[config.mk]
export PLATFORM = sky130hd
export DESIGN_NAME = gfx_burst_reader_flat
export DESIGN_NICKNAME = d
export VERILOG_FILES = /design/src/rtl/gfx_pkg.sv /design/src/rtl/gfx_axib.sv /design/src/rtl/gfx_fifo.sv /design/src/rtl/gfx_burst_reader.sv /design/src/flat_wrapper.sv
export SDC_FILE = /design/constraint.sdc
export NUM_CORES = 1
export LEC_CHECK = 0
export CORE_MARGIN = 10
export CORE_UTILIZATION = 35
export DETAILED_ROUTE_END_ITERATION = 7
export SYNTH_ARGS = -nofsm -noshare
export SYNTH_HDL_FRONTEND = slang
export SYNTH_SLANG_ARGS = --single-unit
export TNS_END_PERCENT = 100
[constraint.sdc]
create_clock -name clk -period 9.5 [get_ports clk]
set_input_delay 1.9 -clock clk [delete_from_list [all_inputs] [get_ports clk]]
set_output_delay 1.9 -clock clk [all_outputs]
set_load 0.01 [all_outputs]
[src/rtl/gfx_pkg.sv]
// Shared types for the gfx block family.
// Provides the 32-bit word type, AXI length/burst encodings, the fetch
// length type and the burst reader FSM state encoding.
package gfx;

    typedef logic [31:0] word;
    typedef logic [7:0]  axi_len;
    typedef logic [15:0] fetch_len;

    localparam logic [1:0] AXI_BURST_INCR = 2'b01;

    typedef enum logic [1:0] {
        RD_IDLE = 2'd0,
        RD_CALC = 2'd1,
        RD_ADDR = 2'd2
    } rd_state_e;

endpackage

[src/rtl/gfx_axib.sv]
// AXI4 burst bus (no IDs, no response codes) between a gfx master and slave.
// Modport m: master drives AW/W/AR valids and payloads plus bready/rready.
// Modport s: slave side, the mirror image.
interface gfx_axib;

    logic          awvalid;
    logic          awready;
    gfx::word      awaddr;
    gfx::axi_len   awlen;
    logic [1:0]    awburst;

    logic          wvalid;
    logic          wready;
    gfx::word      wdata;
    logic          wlast;

    logic          bvalid;
    logic          bready;

    logic          arvalid;
    logic          arready;
    gfx::word      araddr;
    gfx::axi_len   arlen;
    logic [1:0]    arburst;

    logic          rvalid;
    logic          rready;
    gfx::word      rdata;
    logic          rlast;

    modport m (
        output awvalid, awaddr, awlen, awburst, wvalid, wdata, wlast, bready,
               arvalid, araddr, arlen, arburst, rready,
        input  awready, wready, bvalid, arready, rvalid, rdata, rlast
    );

    modport s (
        input  awvalid, awaddr, awlen, awburst, wvalid, wdata, wlast, bready,
               arvalid, araddr, arlen, arburst, rready,
        output awready, wready, bvalid, arready, rvalid, rdata, rlast
    );

endinterface

[src/rtl/gfx_fifo.sv]
// Synchronous FIFO, first-word-fall-through with a registered output stage.
// Ports:
//   clk_i, rst_n_i          clock, synchronous active-low reset
//   wr_en_i, wr_data_i      push (caller guarantees room)
//   rd_valid_o, rd_ready_i  head-of-queue handshake
//   rd_data_o               head word, driven from a flop
//   count_o                 total entries held, output stage included
module gfx_fifo #(
    parameter int WIDTH = 33,
    parameter int DEPTH = 32
) (
    input  logic                       clk_i,
    input  logic                       rst_n_i,
    input  logic                       wr_en_i,
    input  logic [WIDTH-1:0]           wr_data_i,
    output logic                       rd_valid_o,
    input  logic                       rd_ready_i,
    output logic [WIDTH-1:0]           rd_data_o,
    output logic [$clog2(DEPTH):0]     count_o
);

    localparam int AW = (DEPTH > 1) ? $clog2(DEPTH) : 1;
    localparam int CW = $clog2(DEPTH) + 1;

    logic [WIDTH-1:0] mem_q [DEPTH];
    logic [AW-1:0]    wr_ptr_q, rd_ptr_q;
    logic [CW-1:0]    mcnt_q, mcnt_d;
    logic             vld_q, vld_d;
    logic [WIDTH-1:0] dat_q, dat_d;

    logic pop, load, mem_empty, from_mem, bypass, to_mem;

    always_comb begin
        pop       = vld_q && rd_ready_i;
        load      = !vld_q || pop;
        mem_empty = (mcnt_q == '0);
        from_mem  = load && !mem_empty;
        // Empty queue: a push lands straight in the output stage.
        bypass    = load && mem_empty && wr_en_i;
        to_mem    = wr_en_i && !bypass;

        mcnt_d = mcnt_q;
        if (to_mem && !from_mem)      mcnt_d = mcnt_q + CW'(1);
        else if (!to_mem && from_mem) mcnt_d = mcnt_q - CW'(1);

        vld_d = vld_q;
        dat_d = dat_q;
        if (load) vld_d = !mem_empty || wr_en_i;
        if (from_mem)    dat_d = mem_q[rd_ptr_q];
        else if (bypass) dat_d = wr_data_i;
    end

    always_ff @(posedge clk_i) begin
        if (!rst_n_i) begin
            wr_ptr_q <= '0;
            rd_ptr_q <= '0;
            mcnt_q   <= '0;
            vld_q    <= 1'b0;
            dat_q    <= '0;
        end else begin
            if (to_mem)   wr_ptr_q <= wr_ptr_q + AW'(1);
            if (from_mem) rd_ptr_q <= rd_ptr_q + AW'(1);
            mcnt_q <= mcnt_d;
            vld_q  <= vld_d;
            dat_q  <= dat_d;
        end
    end

    // Storage needs no reset; pointers define what is valid.
    always_ff @(posedge clk_i) begin
        if (to_mem) mem_q[wr_ptr_q] <= wr_data_i;
    end

    assign rd_valid_o = vld_q;
    assign rd_data_o  = dat_q;
    assign count_o    = mcnt_q + CW'(vld_q);

endmodule

[src/rtl/gfx_burst_reader.sv]
// Read-side AXI4 burst master. Splits a linear fetch (byte address, word
// count) into INCR bursts that stay inside 4 KiB pages and only issues a
// burst once the FIFO can absorb every beat, so rready never drops.
// Ports:
//   clk, rst_n                        clock, synchronous active-low reset
//   mem                               AXI master (read channels only)
//   req_valid/req_ready/addr/len      fetch request
//   out_valid/out_ready/data/last     word stream, last marks request end
module gfx_burst_reader
    import gfx::*;
#(
    parameter int MAX_BURST  = 16,
    parameter int FIFO_DEPTH = 32
) (
    input  logic       clk,
    input  logic       rst_n,
    gfx_axib.m         mem,
    input  logic       req_valid,
    output logic       req_ready,
    input  word        req_addr,
    input  fetch_len   req_len,
    output logic       out_valid,
    input  logic       out_ready,
    output word        out_data,
    output logic       out_last
);

    localparam int CW = $clog2(FIFO_DEPTH) + 1;

    rd_state_e      state_q, state_d;
    word            addr_q, addr_d;
    fetch_len       rem_q, rem_d;
    fetch_len       out_rem_q, out_rem_d;
    // Beats requested but not yet returned. The same quantity is the FIFO
    // reservation, so one counter serves both roles.
    logic [CW-1:0]  inflight_q, inflight_d;
    logic           arvalid_q, arvalid_d;
    word            araddr_q, araddr_d;
    axi_len         arlen_q, arlen_d;
    logic           up_q;

    logic [CW-1:0]  fifo_cnt;
    logic [32:0]    fifo_dout;
    logic           fifo_vld;

    logic [12:0]    room;
    logic [16:0]    blen_w, free_w;
    logic [8:0]     ar_blen;
    logic           ar_hs, r_hs, last_flag;

    // Burst length for the current address: capped by MAX_BURST, the words
    // still to fetch, and the words left before the next 4 KiB page.
    always_comb begin
        room   = (13'h1000 - 13'(addr_q[11:0])) >> 2;
        blen_w = 17'(MAX_BURST);
        if (17'(rem_q) < blen_w) blen_w = 17'(rem_q);
        if (17'(room) < blen_w)  blen_w = 17'(room);
        free_w  = 17'(FIFO_DEPTH) - 17'(fifo_cnt) - 17'(inflight_q);
        ar_blen = {1'b0, arlen_q} + 9'd1;
    end

    always_comb begin
        state_d    = state_q;
        addr_d     = addr_q;
        rem_d      = rem_q;
        out_rem_d  = out_rem_q;
        inflight_d = inflight_q;
        arvalid_d  = arvalid_q;
        araddr_d   = araddr_q;
        arlen_d    = arlen_q;
        req_ready  = 1'b0;

        ar_hs     = arvalid_q && mem.arready;
        r_hs      = mem.rvalid && up_q;
        last_flag = (out_rem_q == 16'd1);

        if (r_hs) begin
            inflight_d = inflight_q - CW'(1);
            out_rem_d  = out_rem_q - 16'd1;
        end

        case (state_q)
            RD_IDLE: begin
                req_ready = up_q && (inflight_q == '0);
                if (req_ready && req_valid) begin
                    addr_d    = {req_addr[31:2], 2'b00};
                    rem_d     = req_len;
                    out_rem_d = req_len;
                    if (req_len != '0) state_d = RD_CALC;
                end
            end
            RD_CALC: begin
                if (free_w >= blen_w) begin
                    arvalid_d = 1'b1;
                    araddr_d  = addr_q;
                    arlen_d   = axi_len'(blen_w - 17'd1);
                    state_d   = RD_ADDR;
                end
            end
            RD_ADDR: begin
                if (ar_hs) begin
                    arvalid_d  = 1'b0;
                    addr_d     = addr_q + {21'd0, ar_blen, 2'b00};
                    rem_d      = rem_q - {7'd0, ar_blen};
                    inflight_d = inflight_d + CW'(ar_blen);
                    state_d    = (rem_d == '0) ? RD_IDLE : RD_CALC;
                end
            end
            default: state_d = RD_IDLE;
        endcase
    end

    always_ff @(posedge clk) begin
        if (!rst_n) begin
            state_q    <= RD_IDLE;
            addr_q     <= '0;
            rem_q      <= '0;
            out_rem_q  <= '0;
            inflight_q <= '0;
            arvalid_q  <= 1'b0;
            araddr_q   <= '0;
            arlen_q    <= '0;
            up_q       <= 1'b0;
        end else begin
            state_q    <= state_d;
            addr_q     <= addr_d;
            rem_q      <= rem_d;
            out_rem_q  <= out_rem_d;
            inflight_q <= inflight_d;
            arvalid_q  <= arvalid_d;
            araddr_q   <= araddr_d;
            arlen_q    <= arlen_d;
            up_q       <= 1'b1;
        end
    end

    // The last flag is attached as each beat enters, so a following request
    // reloading the counter cannot disturb words still queued.
    gfx_fifo #(
        .WIDTH (33),
        .DEPTH (FIFO_DEPTH)
    ) u_fifo (
        .clk_i      (clk),
        .rst_n_i    (rst_n),
        .wr_en_i    (r_hs),
        .wr_data_i  ({last_flag, mem.rdata}),
        .rd_valid_o (fifo_vld),
        .rd_ready_i (out_ready),
        .rd_data_o  (fifo_dout),
        .count_o    (fifo_cnt)
    );

    assign out_valid = fifo_vld;
    assign out_data  = fifo_dout[31:0];
    assign out_last  = fifo_vld && fifo_dout[32];

    assign mem.arvalid = arvalid_q;
    assign mem.araddr  = araddr_q;
    assign mem.arlen   = arlen_q;
    assign mem.arburst = AXI_BURST_INCR;
    assign mem.rready  = up_q;

    assign mem.awvalid = 1'b0;
    assign mem.awaddr  = '0;
    assign mem.awlen   = '0;
    assign mem.awburst = AXI_BURST_INCR;
    assign mem.wvalid  = 1'b0;
    assign mem.wdata   = '0;
    assign mem.wlast   = 1'b0;
    assign mem.bready  = 1'b1;

    // rlast is not needed: beats are counted internally.
    logic unused_ok;
    assign unused_ok = ^{mem.rlast, mem.awready, mem.wready, mem.bvalid, req_addr[1:0]};

endmodule

[src/flat_wrapper.sv]
// flat-port wrapper written by rule: the top's interface ports become plain ports
module gfx_burst_reader_flat import gfx::*;
#(
    parameter int MAX_BURST  = 16,
    parameter int FIFO_DEPTH = 32
)
  (clk, rst_n, req_valid, req_ready, req_addr, req_len, out_valid, out_ready, out_data, out_last, mem_awvalid, mem_awaddr, mem_awlen, mem_awburst, mem_wvalid, mem_wdata, mem_wlast, mem_bready, mem_arvalid, mem_araddr, mem_arlen, mem_arburst, mem_rready, mem_awready, mem_wready, mem_bvalid, mem_arready, mem_rvalid, mem_rdata, mem_rlast);
  gfx_axib mem_i ();
  input  logic clk;
  input  logic rst_n;
  input  logic req_valid;
  output logic req_ready;
  input  word req_addr;
  input  fetch_len req_len;
  output logic out_valid;
  input  logic out_ready;
  output word out_data;
  output logic out_last;
  output wire logic [$bits(mem_i.awvalid)-1:0] mem_awvalid;
  output wire logic [$bits(mem_i.awaddr)-1:0] mem_awaddr;
  output wire logic [$bits(mem_i.awlen)-1:0] mem_awlen;
  output wire logic [$bits(mem_i.awburst)-1:0] mem_awburst;
  output wire logic [$bits(mem_i.wvalid)-1:0] mem_wvalid;
  output wire logic [$bits(mem_i.wdata)-1:0] mem_wdata;
  output wire logic [$bits(mem_i.wlast)-1:0] mem_wlast;
  output wire logic [$bits(mem_i.bready)-1:0] mem_bready;
  output wire logic [$bits(mem_i.arvalid)-1:0] mem_arvalid;
  output wire logic [$bits(mem_i.araddr)-1:0] mem_araddr;
  output wire logic [$bits(mem_i.arlen)-1:0] mem_arlen;
  output wire logic [$bits(mem_i.arburst)-1:0] mem_arburst;
  output wire logic [$bits(mem_i.rready)-1:0] mem_rready;
  input wire logic [$bits(mem_i.awready)-1:0] mem_awready;
  input wire logic [$bits(mem_i.wready)-1:0] mem_wready;
  input wire logic [$bits(mem_i.bvalid)-1:0] mem_bvalid;
  input wire logic [$bits(mem_i.arready)-1:0] mem_arready;
  input wire logic [$bits(mem_i.rvalid)-1:0] mem_rvalid;
  input wire logic [$bits(mem_i.rdata)-1:0] mem_rdata;
  input wire logic [$bits(mem_i.rlast)-1:0] mem_rlast;
  assign mem_awvalid = mem_i.awvalid;
  assign mem_awaddr = mem_i.awaddr;
  assign mem_awlen = mem_i.awlen;
  assign mem_awburst = mem_i.awburst;
  assign mem_wvalid = mem_i.wvalid;
  assign mem_wdata = mem_i.wdata;
  assign mem_wlast = mem_i.wlast;
  assign mem_bready = mem_i.bready;
  assign mem_arvalid = mem_i.arvalid;
  assign mem_araddr = mem_i.araddr;
  assign mem_arlen = mem_i.arlen;
  assign mem_arburst = mem_i.arburst;
  assign mem_rready = mem_i.rready;
  assign mem_i.awready = mem_awready;
  assign mem_i.wready = mem_wready;
  assign mem_i.bvalid = mem_bvalid;
  assign mem_i.arready = mem_arready;
  assign mem_i.rvalid = mem_rvalid;
  assign mem_i.rdata = mem_rdata;
  assign mem_i.rlast = mem_rlast;
  gfx_burst_reader #(.MAX_BURST(MAX_BURST), .FIFO_DEPTH(FIFO_DEPTH)) u_core (.clk(clk), .rst_n(rst_n), .mem(mem_i), .req_valid(req_valid), .req_ready(req_ready), .req_addr(req_addr), .req_len(req_len), .out_valid(out_valid), .out_ready(out_ready), .out_data(out_data), .out_last(out_last));
endmodule
# ---- Yosys cells after proc, flatten, opt, wreduce, memory -nomap -nowiden
# Memory sizes are Yosys's and may differ from the RTL's. A register that Yosys moved wholly into a read port is not among the register bits.
# Cells that the tools add are included.
# Widths: inputs -> output; s select.
dict set report totals {
  reg_bits 164
  ram_bits 1056
  inputBits 90
  out_inout_bits 157
  n_memories 1
}
# name words width rd rd_ports_with_merged_regs write_ports line_no
set mem_list {}
lappend mem_list {u_core.u_fifo.mem_q 32 33 1 1 1 gfx_fifo.sv:25} ;# logic [WIDTH-1:0] mem_q [DEPTH];
dict set report classes {
  addsub 15
  magnitude_cmp 3
  n_eq_ne 7
  n_mux 33
  reduce_logical 32
}
# op n
set ops {}
lappend ops {{$mux 16} 7}
lappend ops {{$mux 33} 2}
lappend ops {{$mux 32} 2}
lappend ops {{$pmux 32 s2} 1}
lappend ops {{$add 32x11->32} 1}
lappend ops {{$pmux 16 s2} 1}
lappend ops {{$mux 6} 5}
lappend ops {{$ge 17x16->1} 1}
lappend ops {{$lt 11x17->1} 1}
lappend ops {{$sub 17x6->17} 1}
lappend ops {{$eq 16x1->1 const B} 1}
lappend ops {{$logic_not 16->1} 1}
lappend ops {{$lt 16x5->1 const B} 1}
lappend ops {{$reduce_bool 16->1} 1}
lappend ops {{$sub 16x1->16 const B} 1}
lappend ops {{$sub 16x9->16} 1}
lappend ops {{$sub 13x12->13 const A} 1}
lappend ops {{$logic_and 1x1->1} 12}
lappend ops {{$logic_not 6->1} 2}
lappend ops {{$sub 6x1->6 const B} 2}
lappend ops {{$add 5x1->5 const B} 2}
lappend ops {{$mux 5} 2}
lappend ops {{$add 8x1->9 const B} 1}
lappend ops {{$mux 2} 4}
lappend ops {{18 further kinds} 36}

# ---- Longest topological paths before layout
dict set report depth {
  word_depth 10
  depth_mapped 23
}

# ---- By module
# Synthesis repeated with hierarchy kept, for this count alone.
dict set report hier_totals {
  cells_unflattened 3387
  area_unflattened_um2 51657.0
}
# module instances cells_per_inst area_per_inst_um2 seq_area_each_um2
set modules_own_cells {}
lappend modules_own_cells {gfx_fifo 1 2317 43265.2 32811.5}
lappend modules_own_cells {gfx_burst_reader 1 1070 8391.8 2202.1}

# ---- Least setup slack after synthesis
# No wires, ideal clock.
dict set report synth_timing {
  kind {input -> register}
  start {input mem_rvalid}
  end {memory u_core.u_fifo.mem_q[21][0], enable pin}
  setup_time_ps 423
  arrival_time_ps 4196
  slack_ps 4881
  cell_stages 4
  n_path_buf 0
  cell_sequence {nand2_1 -> a21oi_1 -> nand2_1 -> nor2_1}
}
dict set report synth_via {
  elab_chain_cells 6
}
# item line_no
set synth_rtl {}
lappend synth_rtl {{start: declaration} flat_wrapper.sv:36} ;# input wire logic [$bits(mem_i.rvalid)-1:0] mem_rvalid;
lappend synth_rtl {{$logic_and 1x1->1 *} gfx_burst_reader.sv:74} ;# r_hs = mem.rvalid && up_q;
lappend synth_rtl {{$logic_and 1x1->1} gfx_fifo.sv:39} ;# bypass = load && mem_empty && wr_en_i;
lappend synth_rtl {{$logic_not 1->1} gfx_fifo.sv:40} ;# to_mem = wr_en_i && !bypass;
lappend synth_rtl {{$logic_and 1x1->1 *} gfx_fifo.sv:40}
lappend synth_rtl {{$mux 1 *} gfx_fifo.sv:71} ;# if (to_mem) mem_q[wr_ptr_q] <= wr_data_i;
lappend synth_rtl {{$mux 1 (not written as such) *} gfx_fifo.sv:71}
lappend synth_rtl {{end: declaration} gfx_fifo.sv:25}
# Every way passes the cells marked *; elsewhere a longest branch is shown, timed or not.

# ---- Final worst setup path
dict set report layout_timing {
  start {input mem_rvalid}
  end {memory u_core.u_fifo.mem_q[24][15], enable pin}
}
# The elaborated chain is that of the path after synthesis.

==> results_dict.tcl <==
set metrics [dict create \
    max_stage_delay_ns 0.89 \
    leakage_nw 18.4 \
    rr_startpoint "u_core.rem_q[9]" \
    p_sw_share_pct 30.4 \
    drc 0 \
    die_h_um 402 \
    synth.top_cell.area_share_pct 62.1 \
    antenna_found_initial 7 \
    vias_per_cell 5.25 \
    place_congestion 0.814 \
    clk_path_buf_depth 3 \
    clkLatencyLatePin_ns 0.75 \
    ys_top_cells_by_area "edfxtp_1, mux4_2, dfxtp_1" \
    hold_end "u_core.u_fifo.rd_data_o[32]" \
    synth_cell_type_count 75 \
    syn_inst 2937 \
    fmax_mhz 183 \
    post_drt_wl_per_cell_um 24.7 \
    ctsResizeCount 0 \
    grt_first_pass_wirelength_um 186000 \
    place_ws_ns 3.26 \
    yosys_warnings 0 \
    slew_headroom_pct 16.9 \
    cts_hold_buffers 0 \
    htree_num_levels 3 \
    cp_slowest_cell "nor2_4" \
    clock-sinks 1221 \
    initial_core_util_pct 35.1 \
    async_flop_share_pct 0 \
    worst-slew-pin-transition_ns 1.24 \
    hold_viol 0 \
    finalNonFillerCells 5132 \
    final_layout_size_suffix_gt1_share_pct 19.5 \
    reg2reg_setup_slack_ns 4.05 \
    grt_pass1_vias 26793 \
    r2r-end "u_core.mem.araddr[28]" \
    vias 26962 \
    cap_viol_max_count 0 \
    syn_to_final_growth_pct 14.3 \
    crit_fanout 18 \
    cts_root_buf "clkbuf_16" \
    intPower_mw 10.7 \
    grt_max_degree 142 \
    outcome "finished, final reports clean" \
    setup.worst_path.end_class "register" \
    numCtsBuffers 120 \
    syn_area_mm2 0.0511 \
    drt_wl_total_um 127000 \
    combinationalPowerShare_pct 29.1 \
    hold_depth 2 \
    worstHoldStart "u_core.u_fifo.rd_data_o[32]" \
    finalSetupViolations 0 \
    final_antenna_net_count 0 \
    postCtsSetupBuffers 0 \
    synth_edf_count 1056 \
    skew_ns 0.0642 \
    synth-seq-cells 1221 \
    hold_class "reg -> reg" \
    yosys.area.top_type "edfxtp_1" \
    nets 3284 \
    clkTransAtPathRegs_ns 0.06 \
    grt_usage_pct 15.3 \
    ys.flop_type "edfxtp_1" \
    drtIter0Drc 2376 \
    row_count 140 \
    rsz0062_at_grt "no" \
    period_needed_ns 5.48 \
    switchingPower_mw 4.66 \
    cpMostUsedCell "nand2_1" \
    nFillCells 13102 \
    dr.pass1.iters 5 \
    fin_ws_ns 4.02 \
    totalPowerFinal_mw 15.3 \
    die-area_mm2 0.162 \
    seq_area_frac_synth_pct 68.5 \
    pin_count 247 \
    hpwl_um 73300 \
    core_mm2 0.145 \
    syn_avg_cell_area_um2 17.4 \
    path_class "in -> reg" \
    cp_data_arrival_time_ns 5.82 \
    cts_tree "done" \
    reg2reg_depth 19 \
    peakVddDrop_mv 0.234 \
    die-width_um 402 \
    cp.required_ns 9.84 \
    crit_chain "clkdlybuf4s50_1, nand2_1, a21oi_1, nand2_1, nor2_4, buf_4" \
    clkPwrFrac_pct 30.0 \
    drv_slew 0 \
    post-route-period-util_pct 57.7 \
    antenna_cells 0 \
    fin_tns_setup_ns 0 \
    port_buffers 158 \
    sequentialPowerShare_pct 40.8 \
    critPathLaunchType "input port" \
    p_per_area_mw_per_mm2 262 \
    overflow 0 \
    post-place-cells 4907 \
    utilization_pct 40.2 \
]
final cells by class:
class | count | area, um2 | share of cell area [%]
Inverter | 48 | 181 | 0.311
Sequential cell | 1221 | 35000 | 60.0
Timing Repair Buffer | 223 | 2090 | 3.59
Tap cell | 1917 | 2400 | 4.11
Clock inverter | 59 | 523 | 0.895
Clock buffer | 166 | 3270 | 5.59
Multi-Input combinational cell | 1498 | 14900 | 25.5
cell usage after synthesis (all sizes together) (47+ instances only):
| cell | instances |
|---|---|
| edfxtp | 1056 |
| mux4 | 330 |
| nor2 | 186 |
| buf | 179 |
| dfxtp | 165 |
| nand2 | 159 |
| o21ai | 106 |
| clkbuf | 82 |
| ha | 77 |
| a21oi | 71 |
| mux2i | 67 |
| inv | 48 |
| xnor2 | 47 |
placed cells by master (no fill, tap or decap), drive strengths merged, types with 22 or more instances in the layout:
cell	instances
a211oi	31
a21o	22
a21oi	71
buf	65
clkbuf	166
clkdlybuf4s50	158
clkinv	50
conb	93
dfxtp	165
edfxtp	1056
ha	77
inv	50
mux2i	67
mux4	330
nand2	159
nand3	33
nor2	186
nor3	37
o21ai	106
xnor2	47
xor2	32
registers in the layout, summed over array words and instances, names as in the netlist, 8 cells and up, named ones only:
register,flops
u_core.out_rem_q,16
u_core.addr_q,30
u_core.mem.araddr,30
u_core.mem.arlen,8
u_core.rem_q,16
u_core.u_fifo.rd_data_o,33
u_core.u_fifo.mem_q,1056
critical path: cells and delay by family:
family	cells	cell delay, ns
AO/OA/AOI/OAI	1	0.85
buffers and inverters	2	1.14
AND/OR/NAND/NOR	3	1.89
power by group through the flow:
stage	combinational (mW)	sequential [mW]	clock, mW
floorplan	3.47	6.25	0
global placement	4.51	6.37	0
detailed placement	4.52	6.38	0
CTS	4.54	6.27	4.71
global route	4.97	6.30	4.90
finish	4.46	6.26	4.60
routing by layer:
layer | wire length [um] | vias up | track usage [%]
li1 | - | 11820 | -
met1 | 55300 | 14049 | 21.7
met2 | 59900 | 921 | 24.4
met3 | 9030 | 166 | 3.06
met4 | 2320 | 6 | 3.22
met5 | 35 | - | 0
how the worst max path moves through the flow:
stage          slack (ns)  cells after the start                           to              from
2_1_floorplan        4.88                      4   u_core.u_fifo.mem_q[21][0]        mem_rvalid
3_3_place_gp         3.28                      6  u_core.u_fifo.mem_q[26][14]        mem_rvalid
3_5_place_dp         3.26                      6  u_core.u_fifo.mem_q[24][14]        mem_rvalid
4_1_cts              4.02                     19        u_core.mem.araddr[22]   u_core.rem_q[9]
5_1_grt              3.54                     19        u_core.mem.araddr[28]  u_core.addr_q[2]
6_report             4.02                      6  u_core.u_fifo.mem_q[24][15]        mem_rvalid
cells by family (layout without fill, tap and decap cells):
logic type / count (synthesis) / in the layout / share of synthesized area [%]
buffers and inverters: 309 / 496 / 3.45
adder cells (fa/ha/maj): 82 / 82 / 2.08
multiplexers: 398 / 398 / 15.9
AND/OR/NAND/NOR: 524 / 524 / 4.69
other: 2 / 93 / 0.0147
XOR/XNOR: 79 / 79 / 1.35
AO/OA/AOI/OAI: 322 / 322 / 3.99
flip-flops: 1221 / 1221 / 68.5
metrics by stage:
stage | instance area [um2] | hold slack, ns
2_1_floorplan | 51400 | 0.422
3_3_place_gp | 54600 | 0.433
3_5_place_dp | 54600 | 0.438
4_1_cts | 58400 | 0.446
5_1_grt | 58400 | 0.466
6_report | 58400 | 0.442
(Power assumes the default switching activity.)
